--- config.mk ---
export PLATFORM = sky130hd
export DESIGN_NAME = key_event_queue
export DESIGN_NICKNAME = d
export VERILOG_FILES = /design/src/rtl/key_pkg.sv /design/src/rtl/kq_fifo_mem.sv /design/src/rtl/key_event_queue.sv
export SDC_FILE = /design/constraint.sdc
export NUM_CORES = 1
export LEC_CHECK = 0
export ABC_AREA = 1
export CAP_MARGIN = 20
export CORE_MARGIN = 8
export CORE_UTILIZATION = 60
export DETAILED_ROUTE_END_ITERATION = 16
export DONT_BUFFER_PORTS = 1
export GPL_ROUTABILITY_DRIVEN = 0
export PLACE_DENSITY = 0.84
export SKIP_CTS_REPAIR_TIMING = 1
export SYNTH_ARGS = -nofsm -noshare
export SYNTH_HDL_FRONTEND = slang
export SYNTH_SLANG_ARGS = --single-unit
--- constraint.sdc ---
create_clock -name clk -period 7.4 [get_ports clk]
set_input_delay 0 -clock clk [delete_from_list [all_inputs] [get_ports clk]]
set_output_delay 0 -clock clk [all_outputs]
set_load 0.01 [all_outputs]
--- src/rtl/key_pkg.sv ---
// Shared constants for the key manager event path: event tag, register map
// and CTRL bit positions.
`default_nettype none

package key_pkg;

  localparam logic [7:0] KEY_EV_TAG       = 8'h01;
  localparam logic [7:0] KEY_RELEASE_CODE = 8'h10;

  localparam logic [1:0] KQ_REG_DATA   = 2'd0;
  localparam logic [1:0] KQ_REG_STATUS = 2'd1;
  localparam logic [1:0] KQ_REG_CTRL   = 2'd2;
  localparam logic [1:0] KQ_REG_COUNT  = 2'd3;

  localparam int KQ_CTRL_IEN   = 0;
  localparam int KQ_CTRL_OVCLR = 1;
  localparam int KQ_CTRL_FLUSH = 2;

  function automatic logic [31:0] kq_status_word(input logic ien, input logic ovf,
                                                 input logic full, input logic empty);
    return {28'b0, ien, ovf, full, empty};
  endfunction

endpackage

`default_nettype wire

--- src/rtl/kq_fifo_mem.sv ---
// Event word storage for key_event_queue: synchronous write, asynchronous
// read, no reset (contents are don't-care until written).
`default_nettype none

module kq_fifo_mem #(
  parameter int DEPTH = 8,
  parameter int AW    = 3
) (
  input  logic          clk,
  input  logic          we_i,
  input  logic [AW-1:0] waddr_i,
  input  logic [31:0]   wdata_i,
  input  logic [AW-1:0] raddr_i,
  output logic [31:0]   rdata_o
);

  logic [31:0] mem_q [DEPTH];

  always_ff @(posedge clk) begin
    if (we_i) begin
      mem_q[waddr_i] <= wdata_i;
    end
  end

  assign rdata_o = mem_q[raddr_i];

endmodule

`default_nettype wire

--- src/rtl/key_event_queue.sv ---
// Key event FIFO between the key manager and the CPU: 4-register slave port,
// sticky overflow, flush, and a level interrupt while unread events exist.
`default_nettype none

module key_event_queue
  import key_pkg::*;
#(
  parameter int DEPTH = 8,
  parameter int AW    = 3
) (
  input  logic        clk,
  input  logic        rst,
  input  logic        ev_valid,
  input  logic [31:0] ev_data,
  input  logic [1:0]  addr,
  input  logic        rd,
  input  logic        wr,
  input  logic [31:0] wdata,
  output logic [31:0] rdata,
  output logic        cpu_irq
);

  logic [AW-1:0] wr_ptr_q, wr_ptr_d, rd_ptr_q, rd_ptr_d;
  logic [AW:0]   count_q, count_d;
  logic          ovf_q, ovf_d, ien_q, ien_d, irq_q, irq_d;
  logic [31:0]   rdata_q, rdata_d, mem_rdata;
  logic          full, empty, ctrl_wr, flush, ovclr, pop, push_ok, ovf_set;
  logic          wdata_unused;

  assign wdata_unused = ^wdata[31:3];

  assign full    = (count_q == (AW+1)'(DEPTH));
  assign empty   = (count_q == '0);
  assign ctrl_wr = wr && (addr == KQ_REG_CTRL);
  assign flush   = ctrl_wr && wdata[KQ_CTRL_FLUSH];
  assign ovclr   = ctrl_wr && wdata[KQ_CTRL_OVCLR];
  assign pop     = rd && (addr == KQ_REG_DATA) && !empty;
  // A pop in the same cycle frees the slot, so a push into a full FIFO is
  // accepted; a flush discards the incoming word without flagging overflow.
  assign push_ok = ev_valid && !flush && (!full || pop);
  assign ovf_set = ev_valid && !flush && full && !pop;

  kq_fifo_mem #(
    .DEPTH (DEPTH),
    .AW    (AW)
  ) u_mem (
    .clk     (clk),
    .we_i    (push_ok),
    .waddr_i (wr_ptr_q),
    .wdata_i (ev_data),
    .raddr_i (rd_ptr_q),
    .rdata_o (mem_rdata)
  );

  always_comb begin
    wr_ptr_d = wr_ptr_q;
    rd_ptr_d = rd_ptr_q;
    count_d  = count_q;
    if (flush) begin
      wr_ptr_d = '0;
      rd_ptr_d = '0;
      count_d  = '0;
    end else begin
      if (push_ok) wr_ptr_d = wr_ptr_q + AW'(1);
      if (pop)     rd_ptr_d = rd_ptr_q + AW'(1);
      case ({push_ok, pop})
        2'b10:   count_d = count_q + (AW+1)'(1);
        2'b01:   count_d = count_q - (AW+1)'(1);
        default: count_d = count_q;
      endcase
    end
    ovf_d = (ovf_q && !ovclr) || ovf_set;
    ien_d = ctrl_wr ? wdata[KQ_CTRL_IEN] : ien_q;
    irq_d = ien_d && (count_d != '0);
  end

  always_comb begin
    rdata_d = rdata_q;
    if (rd) begin
      case (addr)
        KQ_REG_DATA:   rdata_d = pop ? mem_rdata : 32'h0;
        KQ_REG_STATUS: rdata_d = kq_status_word(ien_q, ovf_q, full, empty);
        KQ_REG_CTRL:   rdata_d = {31'b0, ien_q};
        default:       rdata_d = {{(32-AW-1){1'b0}}, count_q};
      endcase
    end
  end

  always_ff @(posedge clk or posedge rst) begin
    if (rst) begin
      wr_ptr_q <= '0;
      rd_ptr_q <= '0;
      count_q  <= '0;
      ovf_q    <= 1'b0;
      ien_q    <= 1'b0;
      irq_q    <= 1'b0;
      rdata_q  <= 32'h0;
    end else begin
      wr_ptr_q <= wr_ptr_d;
      rd_ptr_q <= rd_ptr_d;
      count_q  <= count_d;
      ovf_q    <= ovf_d;
      ien_q    <= ien_d;
      irq_q    <= irq_d;
      rdata_q  <= rdata_d;
    end
  end

  assign rdata   = rdata_q;
  assign cpu_irq = irq_q;

endmodule

`default_nettype wire

-- Word-level counts from Yosys, hierarchy flattened
Memory sizes are Yosys's and may differ from the RTL's.
Index checks and enable logic that the tools add are counted.
- $add $sub $neg: 4
- equality and inequality tests: 5
- mux-type cells: 11
- reduce and logical (&&, ||, !) cells: 23
- operators with widths (operator ; count):
    one-hot mux 32 bit (3 select lines) ; 1
    two-way mux 32 bit ; 1
    two-way mux 3 bit ; 4
    logical AND 1 bit ; 11
    one-hot mux 4 bit (2 select lines) ; 1
    adder 3 x 1 -> 3 bit (second input constant) ; 2
    zero test 1 bit ; 5
    adder 4 x 1 -> 4 bit (second input constant) ; 1
    == test 2 x 1 -> 1 bit (second input constant) ; 2
    == test 2 bit (second input constant) ; 2
    == test 4 bit (second input constant) ; 1
    zero test 4 bit ; 1
    two-way mux 4 bit ; 1
    nonzero test 2 bit ; 2
    nonzero test 4 bit ; 1
    subtractor 4 x 1 -> 4 bit (second input constant) ; 1
    two-way mux 1 bit ; 3
    zero test 2 bit ; 1
    logical OR 1 bit ; 2
- register bits after elaboration: 45
- bits in writable memories: 256
- input port bits: 71
- output and inout port bits: 33
- memories kept: 1
- memories (name ; depth ; width ; rd ports ; clocked after Yosys merged registers in ; write ports ; line ; RTL):
    u_mem.mem_q ; 8 ; 32 ; 1 ; 0 ; 1 ; kq_fifo_mem.sv:17 ; logic [31:0] mem_q [DEPTH];

-- Depth between registers and ports, before layout
- depth in word-level cells: 11
- depth in mapped cells: 15
- mapped depth without buffers: 15

-- Hierarchy
Synthesis repeated with hierarchy kept, for this count alone.
- cell total of the unflattened synthesis: 1377
- area total of the unflattened synthesis: 13355.3 um2
- modules (own cells, without submodules) (module ; instances ; cells an instance ; area each (um2)):
    kq_fifo_mem ; 1 ; 1124 ; 11232.0
    key_event_queue ; 1 ; 253 ; 2123.3

-- Least setup slack after synthesis
OpenSTA, ideal clock, no wires.
- path kind: reg-to-reg
- from: reg count_q[0]
- to: mem u_mem.mem_q[0][0] (enable)
- arrival time: 2330 ps
- required time: 6979 ps
- setup slack: 4649 ps
- cell stages (with the launch flop): 7
- cells stage by stage: dfrtp_1 -> nor2_1 -> nand3_1 -> inv_1 -> a21oi_2 -> nand2_1 -> nor2_1
- longest elaborated chain between the ends: 7
- elaborated cells between the ends (all ways): 9
- those cells by class: eq/ne (1); mux (2); reduce/logical (6)
- RTL lines (what ; line ; RTL):
    from (decl) ; key_event_queue.sv:24 ; logic [AW:0] count_q, count_d;
    from (signal assigned) ; key_event_queue.sv:101 ; count_q <= count_d;
    zero test 4 bit ; key_event_queue.sv:33 ; assign empty = (count_q == '0);
    zero test 1 bit ; key_event_queue.sv:37 ; assign pop = rd && (addr == KQ_REG_DATA) && !empty;
    logical AND 1 bit ; key_event_queue.sv:37 ;
    logical OR 1 bit (*) ; key_event_queue.sv:40 ; assign push_ok = ev_valid && !flush && (!full || pop);
    logical AND 1 bit (*) ; key_event_queue.sv:40 ;
    two-way mux 1 bit (*) ; kq_fifo_mem.sv:20 ; if (we_i) begin
    two-way mux 1 bit (not written as such) (*) ; kq_fifo_mem.sv:21 ; mem_q[waddr_i] <= wdata_i;
    to (decl) ; kq_fifo_mem.sv:17 ;
Mark *: on every way between the ends. The rest lies on a longest branch, timed or not.

-- Worst setup path in the final report
- from: reg rd_ptr_q[1]
- to: reg rdata_q[3], in the netlist rdata[3]
- longest elaborated chain between the ends: 3
- RTL lines (what ; line ; RTL):
    from (decl) ; key_event_queue.sv:23 ; logic [AW-1:0] wr_ptr_q, wr_ptr_d, rd_ptr_q, rd_ptr_d;
    from (signal assigned) ; key_event_queue.sv:100 ; rd_ptr_q <= rd_ptr_d;
    memory read (8 x 32 bit) ; n/a ;
    two-way mux 32 bit ; key_event_queue.sv:81 ; KQ_REG_DATA: rdata_d = pop ? mem_rdata : 32'h0;
    one-hot mux 32 bit (3 select lines) ; key_event_queue.sv:80 ; case (addr)
    to (signal assigned) ; key_event_queue.sv:105 ; rdata_q <= rdata_d;
    to (decl) ; key_event_queue.sv:26 ; logic [31:0] rdata_q, rdata_d, mem_rdata;
No other way between the ends.
A chain may end at the register's enable or synchronous reset.

==> metrics.txt <==
status finished clean; worst r2r src rd_ptr_q[1]; WS Path Type reg2reg; fin. max-slew vios 0; io pins roughly 100; nets approximately 980; Slew @ Worst Pin approximately 0.85 ns; post-synth top area cell edfxtp_1; Period minus WS final 3.82 ns; FF-to-FF End rdata[3]; period utilization 0.516; Hold Vio Cnt, Final 0; RSZ-0062 raised after global routing no; Clock power frac 0.291; clock sinks ~300; Syn Inst Count ~860; share of the synthesized area in the top cell type 0.656; Logic pwr share 0.242; Fmax ~260 MHz; worst-path fanout max 67; Main synth FF type edfxtp_1; Clk pin slew, worst setup/hold paths approximately 0.06 ns; Post-synth EDFFs around 260; vias in the first global route 7367; die outline height around 160 um; total negative slack 0 ns; ANT nets after route 0; Sequential Power Share 0.467; clk buf depth 3; Syn Nets about 940; layout cell share with drive strength beyond 1 0.0845; # setup viols final 0; Syn. warnings 0; Int Power roughly 3.2 mW; latest clock arrival within the worst-skew pair ~0.55 ns; Overflow after GRT 0; Setup Skew around 0.025 ns; Avg Cell Area, Syn 13.6 um^2; root buffer cell clkbuf_16; htree depth 1; Core ar. between 15000 and 20000 um^2; VDD IR max approximately 0.22 mV; worst hold path type in2async; overall power after layout around 4.7 mW; worst setup path start rd_ptr_q[1]; crit end category flop; Seq/Total Area, Yosys 0.752; routed len/inst 22.6 um; first-pass iteration count of the detailed router 5; vias per cell roughly 6.4; Net Sw Frac 0.319; relative slew slack 0.428; r2r setup slk 3.58 ns; P&R area growth vs syn 14.1%; LEAKAGE 4.60 nW; FFs w/ async S/R, synth 0.150; Max-Cap Viols 0; Die X 156 um; largest net degree at the start of global routing 130; initial core utilization 0.606; cell area power density about 350 nW/um^2; residual DRC count 0; Post-synth top cells edfxtp_1, nor2_1, o21ai_0; DR iter-0 viols ~800; initial antenna violation count 2; Critical Path Start Type flop; #FFs+latches synth ~300; Row Count 51; post-synthesis cell area approximately 12000 um^2; TritonCTS Buffers 28; full die area about 24000 um^2; Arr. time, crit path 4.24 ns; GR Util All Layers 0.215; hpwl dp 13900 um; sw power around 1.5 mW; first-pass GRT wire length ~40000 um; Worst Reg-to-Reg Cells 10; Yosys cell types 33; Worst EP required a little under 8 ns; leading post-synthesis cells by cell area edfxtp_1, dfrtp_1, o21ai_0; CTS tree yes; most frequent cell after synthesis edfxtp_1; IO Port Bufs 0; vias roughly 7.6k; Final Routed Wirelength between 20000 and 30000 um
[sequential cells by signal, indices dropped and copies added (netlist names)]
name / cells
count_q: 4
cpu_irq: 1
ien_q: 1
ovf_q: 1
rd_ptr_q: 3
rdata: 32
u_mem.mem_q: 256
wr_ptr_q: 3
[kinds of logic after synthesis]
group / Yosys count / share of synthesized area
xor+xnor: 1 / 0.000747
buf+inv: 79 / 0.0287
compound gates: 246 / 0.134
simple gates: 232 / 0.0812
flops: 301 / 0.752
fa+ha+maj: 3 / 0.00320
[per-layer routing]
metal,wire [um],global-route usage,vias up
met5,0,0,-
met4,811,0.0952,0
met3,2560,0.0440,79
met2,13700,0.371,475
met1,9810,0.257,3709
li1,-,-,3319
[worst max-delay path by stage]
stage                         to  cells after the start
2_1_floorplan  u_mem.mem_q[0][0]                      6
3_5_place_dp            rdata[2]                     10
4_1_cts                 rdata[2]                     10
6_report                rdata[3]                     10
5_1_grt                 rdata[3]                     10
3_3_place_gp            rdata[2]                     10
[worst max-delay path, cell delays in order, from the launching register on]
cell	delay [ns]
dfrtp_2	0.34
buf_4	0.56
clkinv_1	0.89
buf_4	0.54
o21ai_0	0.14
o22ai_1	0.10
o21ai_0	0.15
o21ai_0	0.16
o211ai_1	0.12
dlygate4sd3_1	0.59
nand2_1	0.05
[stage by stage]
step,cell area (um^2),hold WS [ns],setup WS (ns),utilization,cells
6_report,13400,0.130,3.58,0.692,1190
5_1_grt,13400,0.182,3.42,0.692,1190
4_1_cts,12900,-0.473,4.14,0.666,1140
3_5_place_dp,12000,0.0992,4.14,0.621,1089
3_3_place_gp,12000,0.0992,4.18,0.621,1089
2_1_floorplan,11700,0.0989,4.65,-,862
[power by group through the flow]
stage | Clock [mW] | Sequential [mW] | Combinational, mW
after global routing | 1.45 | 2.23 | 1.25
after CTS | 1.38 | 2.21 | 1.07
after floorplan | 0 | 2.22 | 0.756
after detailed placement | 0 | 2.24 | 1.06
final | 1.38 | 2.21 | 1.14
after global placement | 0 | 2.23 | 1.01
[layout make-up]
| class | instances | area [um^2] |
|---|---|---|
| diodes | 2 | 5.00 |
| clock buffers | 42 | 773 |
| clock inverters | 9 | 101 |
| fillers | 1173 | 5960 |
| inverters | 24 | 91.3 |
| multi-input cells | 482 | 2630 |
| flip-flops and latches | 301 | 8820 |
| well taps | 265 | 332 |
| repair buffers | 65 | 626 |
[placed cells by master, fill, tap and decap left out, types with 3 or more instances in the layout]
master	count
a32o_1	17
a21oi_1	4
clkinv_1	7
nand2_1	62
nand3_1	14
o21ai_0	140
nor2_4	9
clkinv_2	3
edfxtp_1	256
inv_2	3
o211ai_1	18
buf_4	17
inv_1	17
clkbuf_1	12
dlygate4sd3_1	47
o22ai_1	13
dfrtp_1	43
clkbuf_16	28
nor2_1	137
o221ai_1	48
ha_1	3
Power figures use the tool's default switching activity.
